[src/rtl/pipe_pkg.sv]
// Shared types and defaults for the pipe_stage_reg inter-stage register.
package pipe_pkg;

    localparam int DEF_DATA_W = 96;
    localparam int DEF_CNT_W  = 16;

    // A cleared stage presents an all-zero payload, which decodes as a NOP.
    localparam logic [31:0] NOP_INSTR = 32'h0;

    typedef enum logic [1:0] {
        EMPTY = 2'd0,
        ONE   = 2'd1,
        TWO   = 2'd2
    } skid_state_t;

endpackage

[src/rtl/pipe_stall_cnt.sv]
// Saturating event counter; holds at all-ones and clears only on reset.
module pipe_stall_cnt
    import pipe_pkg::*;
#(
    parameter int CNT_W = DEF_CNT_W
) (
    input  logic             cpu_clk,
    input  logic             reset,
    input  logic             inc,
    output logic [CNT_W-1:0] cnt
);

    always_ff @(posedge cpu_clk) begin
        if (reset)
            cnt <= '0;
        else if (inc && (cnt != {CNT_W{1'b1}}))
            cnt <= cnt + 1'b1;
    end

endmodule

[src/rtl/pipe_stage_reg.sv]
// Reusable valid/ready pipeline stage with flush-to-bubble and stall counter.
// Define PIPE_SKID_EN for the two-entry skid buffer with a registered in_ready.
module pipe_stage_reg
    import pipe_pkg::*;
#(
    parameter int DATA_W = DEF_DATA_W,
    parameter int CNT_W  = DEF_CNT_W
) (
    input  logic              cpu_clk,
    input  logic              reset,
    input  logic              flush,
    input  logic              in_valid,
    output logic              in_ready,
    input  logic [DATA_W-1:0] in_data,
    output logic              out_valid,
    input  logic              out_ready,
    output logic [DATA_W-1:0] out_data,
    output logic [CNT_W-1:0]  stall_cnt
);

    localparam logic [DATA_W-1:0] BUBBLE = DATA_W'(NOP_INSTR);

    logic accept;
    logic drain;

    // A flush cycle drops the upstream beat even when in_ready is high.
    assign accept = in_valid & in_ready & ~flush;
    assign drain  = out_valid & out_ready;

`ifdef PIPE_SKID_EN
    skid_state_t       state_q, state_d;
    logic [DATA_W-1:0] main_q, skid_q;
    logic              valid_q, in_ready_q;

    always_comb begin
        state_d = state_q;
        case (state_q)
            EMPTY: if (accept) state_d = ONE;
            ONE: begin
                if (accept && !drain)      state_d = TWO;
                else if (drain && !accept) state_d = EMPTY;
            end
            TWO:   if (drain) state_d = ONE;
            default: state_d = EMPTY;
        endcase
        if (flush)
            state_d = EMPTY;
    end

    // in_ready is a flop decoded from the next state, so out_ready never
    // reaches it combinationally.
    always_ff @(posedge cpu_clk) begin
        if (reset || flush) begin
            state_q    <= EMPTY;
            main_q     <= BUBBLE;
            skid_q     <= BUBBLE;
            valid_q    <= 1'b0;
            in_ready_q <= 1'b1;
        end else begin
            state_q    <= state_d;
            valid_q    <= (state_d != EMPTY);
            in_ready_q <= (state_d != TWO);
            case (state_q)
                EMPTY: if (accept) main_q <= in_data;
                ONE: begin
                    if (accept && drain) main_q <= in_data;
                    else if (accept)     skid_q <= in_data;
                end
                TWO:   if (drain) main_q <= skid_q;
                default: ;
            endcase
        end
    end

    assign in_ready  = in_ready_q;
    assign out_valid = valid_q;
    assign out_data  = main_q;
`else
    logic [DATA_W-1:0] data_q;
    logic              valid_q;

    always_ff @(posedge cpu_clk) begin
        if (reset || flush) begin
            data_q  <= BUBBLE;
            valid_q <= 1'b0;
        end else if (accept) begin
            data_q  <= in_data;
            valid_q <= 1'b1;
        end else if (drain) begin
            valid_q <= 1'b0;
        end
    end

    assign in_ready  = ~valid_q | out_ready;
    assign out_valid = valid_q;
    assign out_data  = data_q;
`endif

    pipe_stall_cnt #(
        .CNT_W (CNT_W)
    ) u_stall_cnt (
        .cpu_clk (cpu_clk),
        .reset   (reset),
        .inc     (out_valid & ~out_ready),
        .cnt     (stall_cnt)
    );

endmodule

[config.mk]
export PLATFORM = sky130hd
export DESIGN_NAME = pipe_stage_reg
export DESIGN_NICKNAME = d
export VERILOG_FILES = /design/src/rtl/pipe_pkg.sv /design/src/rtl/pipe_stall_cnt.sv /design/src/rtl/pipe_stage_reg.sv
export SDC_FILE = /design/constraint.sdc
export NUM_CORES = 1
export LEC_CHECK = 0
export ABC_AREA = 1
export CORE_MARGIN = 3
export CORE_UTILIZATION = 47
export DETAILED_ROUTE_END_ITERATION = 12
export GPL_ROUTABILITY_DRIVEN = 0
export MAX_ROUTING_LAYER = met4
export PLACE_DENSITY = 0.86
export SETUP_SLACK_MARGIN = 0.02
export SYNTH_ARGS = -nofsm -noshare
export SYNTH_HDL_FRONTEND = slang
export SYNTH_HIERARCHICAL = 1
export SYNTH_SLANG_ARGS = --single-unit
[constraint.sdc]
create_clock -name cpu_clk -period 2.51 [get_ports cpu_clk]
set_input_delay 0.502 -clock cpu_clk [delete_from_list [all_inputs] [get_ports cpu_clk]]
set_output_delay 0.502 -clock cpu_clk [all_outputs]
set_load 0.05 [all_outputs]
; ---- Yosys cells after proc, flatten, opt, wreduce, memory -nomap -nowiden
; Index checks and enable logic that the tools add are counted.
[classes]
addsub = 1
n_eq_ne = 1
muxes = 2
n_bitwise = 8
reduce_logical = 3
[ops]
columns = cell, n
row1 = "adder 16 x 1 -> 16 bit, second input constant", 1
row2 = "!= test 16 bit, second input constant", 1
row3 = bitwise AND 1 bit, 4
row4 = NOT 1 bit, 3
row5 = two-way mux 1 bit, 2
row6 = nonzero test 2 bit, 1
row7 = logical AND 1 bit, 1
row8 = logical OR 1 bit, 1
row9 = OR 1 bit, 1
[totals]
regBits = 113
input_bits = 101
output_inout_bits = 114
wordCells = 18

; ---- Longest topological paths before layout
[depth]
word_depth = 5
mapped_depth = 13
ltp_nobuf = 10

; ---- Cells and area by module
; The synthesis kept the hierarchy.
[modules_own_cells]
columns = mod, instances, cells_each, area_per_inst_um2, seq_area_each_um2
row1 = pipe_stage_reg, 1, 636, 4330.4, 1941.9
row2 = pipe_stall_cnt, 1, 149, 929.6, 320.3

; ---- Worst setup path before layout
; OpenSTA, ideal clock, no wires.
[synth_timing]
path_kind = flip-flop to flip-flop
startpoint = register valid_q (netlist: out_valid)
endpoint = register u_stall_cnt.cnt[13]
setup_ps = 117
t_arrival_ps = 2036
required_ps = 2393
path_slack_ps = 357
stages_incl_launch_ff = 12
n_path_buf = 3
synth_period_minus_slack_ps = 2153
cell_sequence = dfxtp_1 > nand2_2 > buf_2 > buf_2 > inv_1 > buf_2 > nand3_1 > or2_0 > nor2_1 > nand3_1 > nand2_1 > nor2_1
[synth_between]
elab_chain_len = 2
[synth_rtl]
columns = item, line_no
row1 = from (decl), pipe_stage_reg.sv:80  ; logic valid_q;
row2 = from (signal assigned), pipe_stage_reg.sv:85  ; valid_q <= 1'b0;
row3 = from (signal assigned), pipe_stage_reg.sv:88  ; valid_q <= 1'b1;
row4 = from (signal assigned), pipe_stage_reg.sv:90  ; valid_q <= 1'b0;
row5 = bitwise AND 1 bit, pipe_stage_reg.sv:104  ; .inc (out_valid & ~out_ready),
row6 = logical AND 1 bit, pipe_stall_cnt.sv:16  ; else if (inc && (cnt != {CNT_W{1'b1}}))
row7 = to (signal assigned), pipe_stall_cnt.sv:17  ; cnt <= cnt + 1'b1;
row8 = to (decl), pipe_stall_cnt.sv:10  ; output logic [CNT_W-1:0] cnt
; Every way passes these cells.
; A chain may end at the register's enable or synchronous reset.

; ---- Final worst setup path
[layout_timing]
startpoint = register valid_q (netlist: out_valid)
endpoint = output out_valid
[layout_rtl]
columns = item, line_no
row1 = to (decl), pipe_stage_reg.sv:15  ; output logic out_valid,
; No word-level cell between the ends.

==> run summary <==
Antenna diode count: 0
Initial antenna violation count: 0
Max H-tree Level: 4
RSZ-0062 raised after global routing: false
Post-synthesis sequential area ratio: 0.430
Crit. End Element: output port
Clk_lat worst skew: 500 ps
Seq cells post-synth: 113
Die H: 112 um
Drt first pass iters: 5
Die ar.: 12,500 sq um
Vias in the first global route: 5,034
Drt first-iter violations: 373
Initial Util: 0.496
Synth Area in Simple Gates: 0.330
Post-CTS Hold Buffers: 0
Arrival time worst endpoint: 1820 ps
Top delay family on crit path: buffers and inverters
Most used DFF post-synth: dfxtp_1
Yosys top cell by area: dfxtp_1
Core Util, Final: 0.749
Syn Std Cell Area: 5260 sq um
Worst Max-Slew Pin Slew: 691 ps
Cell variety after synth: 20
Synth Area in XOR/XNOR: 0
WL/cell: 13.3 um
Clock root cell: clkbuf_8
Antenna Violating Nets Remaining: 0
Worst vdd ir: 329 uV
Top cell type's share of synthesized area: 0.430
First-pass GRT wire length: 24,100 um
Multi-input logic area: 2290 sq um
DRT Wirelength: 14,900 um
Clock sink count: 113
Crit path cell chain: clkdlybuf4s50_1
Count leader, synth: nand2_1
WP data required: 2010 ps
Core area: 10,600 sq um
Tmin final: 2320 ps
Largest family of logic cells by synthesized area: simple AND/OR/NAND/NOR gates
Max-cap viol count: 0
Largest net degree at the start of global routing: 178
Total setup buffers inserted after CTS: 0
Via count: 5,455
TritonCTS clock tree: yes
Post-synth top cells: nand2_1, nor2_1, dfxtp_1
Hold Vio Cnt, Final: 0
Die Wd: 112 um
Dpl hpwl: 10,100 um
Startpoint type of the worst setup path: register
Gates resized, CTS repair: 0
Setup Crit Path Kind: register to output port
EDFF count, synth: 0
Max_slew headroom: 0.539
Synth Area in Compound Gates: 0.0994
Fraction of layout cells with a size suffix above 1: 0.0579
Avg Cell Area, Syn: 6.70 sq um
Row count: 37
Worst Path Buf+Inv: 1
Cells after Synth: 785
Reg area: 2260 sq um
FFs w/ async S/R, synth: 0
Top post-synthesis cells by area: dfxtp_1, nand3_1, nand2_1, a21oi_1, nor2_1
Clk slew on worst S/H paths: 60 ps
CTS max path bufs: 2
Vias per cell: 4.87
Fin crit share: 0.925
Residual DRC: 0
CP peak stage delay: 860 ps
Final Max Tran Viols: 0
# IOs: 215
# fillers: 811
PD cells: 613 nW/um^2
Post-synthesis net count: 887
Final Skew: 8.78 ps
Status: finished clean
All-Layer GR Usage: 0.241
CTS buffer count: 17
GRT overflow: 0
Final setup viols: 0
Leakage: 3.35 nW
Fmax: 431 MHz
Non-filler cells, final: 1,120
Worst path slowest cell: clkdlybuf4s50_1
Synthesis-to-finish area growth: 50.9%
DP Cell Count: 1,088
Post-layout net count: 1,073
PortBufs: 214
CP max FO: 2
Adder-Cell Fraction of Synth Area: 0.00238
TNS Setup: 0 ps
Multiplexer area fraction after synthesis: 0
Syn. warnings: 6
Hold Path Class: register to register
## cells by family after synthesis
| kind of cell | count (synthesis) |
|---|---|
| AOI/OAI and AO/OA | 104 |
| adders and majority gates | 1 |
| buffers and inverters | 163 |
| DFF | 113 |
| and+or+nand+nor | 404 |
## layout make-up
cell class                 instances  area share
clock inverter                    14      0.0169
clock buffer                      18      0.0526
tap                              136      0.0214
multi-input combinational        509       0.289
timing repair buffer             221       0.284
inverter                         109      0.0515
sequential                       113       0.285
## cell usage in the layout, fill, tap and decap left out, drive strengths merged
cell type,instances
clkdlybuf4s50,213
nor2,146
nand2,145
dfxtp,113
inv,113
nand3,108
a21oi,103
clkbuf,18
buf,8
clkinv,7
nand4,3
clkinvlp,2
a21boi,1
bufinv,1
or2,1
nor3,1
ha,1
## report_power, final
part	switching [mW]	internal, mW	total [mW]
sequential	0.0303	1.85	1.88
combinational	0.441	0.332	0.772
clock	0.888	1.33	2.21
total	1.36	3.51	4.86
## metrics by stage
stage / worst slack (ps) / hold slack, ps / cell area (sq um) / total power, mW
6_report: 189 / 478 / 7940 / 4.87
5_1_grt: 138 / 506 / 7940 / 5.06
4_1_cts: 159 / 482 / 7940 / 4.91
3_5_place_dp: 311 / 467 / 7390 / 2.69
3_3_place_gp: 332 / 457 / 7390 / 2.68
2_1_floorplan: 357 / 681 / 5260 / 2.38
## final timing paths
check / cells after the start / start / slack [ps] / endpoint
setup / recovery: 1 / out_valid$_SDFFE_PP0P_ / 190 / out_valid
hold / removal: 2 / out_data[53]$_SDFFE_PP0P_ / 480 / out_data[53]$_SDFFE_PP0P_
setup reg to reg: 8 / out_valid$_SDFFE_PP0P_ / 860 / u_stall_cnt/cnt[13]$_SDFFE_PP0P_
hold reg to reg: 2 / out_data[53]$_SDFFE_PP0P_ / 480 / out_data[53]$_SDFFE_PP0P_
## sequential cells by signal, indices dropped and copies added, names as in the netlist
signal / flops
out_valid: 1
u_stall_cnt/cnt: 16
out_data: 96
## per-layer routing
metal,share of wire,up-vias,track usage
met1,0.41,2438,0.283
met2,0.49,182,0.386
met5,0,-,-
li1,-,2817,-
met3,0.084,18,0.0897
met4,0.017,0,0.0706
Note: power is estimated with default switching activity, not from simulation.
==> RTL edit, RTL diff (same settings) <==
`DEF_CNT_W`: 16 -> 18.
--- a/src/rtl/pipe_pkg.sv
+++ b/src/rtl/pipe_pkg.sv
@@ -2,7 +2,7 @@
 package pipe_pkg;
 
     localparam int DEF_DATA_W = 96;
-    localparam int DEF_CNT_W  = 16;
+    localparam int DEF_CNT_W  = 18;
 
     // A cleared stage presents an all-zero payload, which decodes as a NOP.
     localparam logic [31:0] NOP_INSTR = 32'h0;
Interface: changed (resized stall_cnt); port bits go from 215 to 217. The function was not compared with the original's and may differ.
==> RTL edit against the unedited design <==
- count of clock-buffer cells in the layout fell by 1
- non-clock buffer count rose by 1
- sequential share of layout area barely moved
- die area rose by 2.8%
- sequential cell count rose by 2
- total power rose by 0.56%
- final area rose by 1.9%
- wire length rose by 1.4%
- area after synthesis rose by 3.0%
- clock skew barely moved
- setup slack improved by 0.12 ns
- fmax rose by 5.6%
- via count rose by 3.2%
- critical path type unchanged
==> RTL edit: results (changes against the unedited design) <==
* Status: complete, no violations
* WL per Instance at 13.08 µm (-1.4%)
* Synth area leaders: dfxtp_1 42%, nand3_1 11%, a21oi_1 10%, nand2_1 10%, nor2_1 8.8%
* Post_cts resized at 0 (unchanged)
* Met2 Use GR at 37.44% (-1.1 points)
* VDD IR max at 0.3990 mV (+21%)
* Met3 wire length at 1431 µm (+15%)
* Hpwl dp at 10020 µm (-1.1%)
* Fill count at 861 (+6.2%)
* Non-clk bufs at 222 (+0.45%)
* Sequential cell area share at 28.45% (-0.047 points)
* CTS buffer count at 17 (unchanged)
* GRT Overall Usage at 23.52% (-0.55 points)
* Non-clock inverters at 122 (+12%)
* Drt initial violations at 407 (+9.1%)
* Vias in the first global route at 5018 (-0.32%)
* Final Cell Area at 8093 µm² (+1.9%)
* Sink Count at 115 (+1.8%)
* First-pass GRT wire length at 23770 µm (-1.2%)
* GR Util met1 at 26.47% (-1.8 points)
* Placed inst area at 7541 µm² (+2.1%)
* Metal-1 WL at 6083 µm (-0.41%)
* CP max-delay cell: clkdlybuf4s50_1
* Multi-input comb cells at 520 (+2.2%)
* Largest net degree at the start of global routing at 132 (-26%)
* Setup Buffers After CTS at 0 (unchanged)
* Port Buffers at 216 (+0.93%)
* DP Worst Slack at 0.4232 ns (+0.1122 ns)
* Mapped Nets at 915 (+3.2%)
* Skew-Pair Late Insertion Delay at 0.40 ns (-0.10 ns)
* Core Rows at 38 (+2.7%)
* Area share of the largest cell type after synthesis at 42.49% (-0.51 points)
* Vias at 5632 (+3.2%)
* Clock Skews at 0.008939 ns (+0.0001578 ns)
* WL met2 at 7222 µm (-0.29%)
* Met3 global-route usage at 9.572% (+0.60 points)
* Clock-cell share at 6.818% (-0.13 points)
* Clock Tree Root: clkbuf_16
* Post-DR vias/cell at 4.893 (+0.46%)
* Least-Margin Pin Slew at 0.5991 ns (-0.09201 ns)
* Signal buf overhead at 28.01% (-0.39 points)
* Share of cells above drive strength 1 at 4.748% (-1.0 points)
* HP Class: flop to flop
* Ant diodes at 0 (unchanged)
* Syn_area_per_cell at 6.664 µm² (-0.55%)
* Unique cell type count in the Yosys netlist at 22 (+10%)
* Ys Warns at 6 (unchanged)
* Commonest cells post-synth: 144 x nand2_1, 127 x nor2_1, 122 x inv_1
* Register area share after synthesis at 42.49% (-0.51 points)
* P_leak at 0.003437 µW (+2.6%)
* Fraction of area in multi-input gates at 28.90% (+0.039 points)
* NumNets Final at 1100 (+2.5%)
* Depth of the CTS H-tree at 4 (unchanged)
* Placed cells at 1119 (+2.8%)
==> RTL edit: cell types whose count changed after synthesis, moves of 2 or more <==
cell	unedited run	this run
a21oi_1	103	111
buf_6	1	3
dfxtp_1	113	115
inv_1	109	122
nand2_1	142	144
nand3_1	108	121
nand4_1	3	0
nor2_1	131	127
nor2_2	11	3
==> RTL edit: path summary, 6_finish.rpt <==
kind,start,endpoint,slack (ns),cells past startpoint
max,out_valid,out_valid,0.31,1
min,out_data[44],out_data[44],0.48,2
max reg2reg,u_stall_cnt/cnt[0],u_stall_cnt/cnt[5],0.76,8
min reg2reg,out_data[44],out_data[44],0.48,2
==> RTL edit: kinds of logic after synthesis <==
kind of cell / share of synthesized area, %
buffers and inverters: 14.69
xor gates and xnor gates: 0.1617
AOI/OAI and AO/OA: 10.62
and+or+nand+nor: 31.80
DFF: 42.49
adders and majority gates: 0.2309
==> RTL edit: report_power, final <==
group	internal (µW)	switching, µW
Sequential	1880	28.4
Clock	1290	933
Combinational	328	437
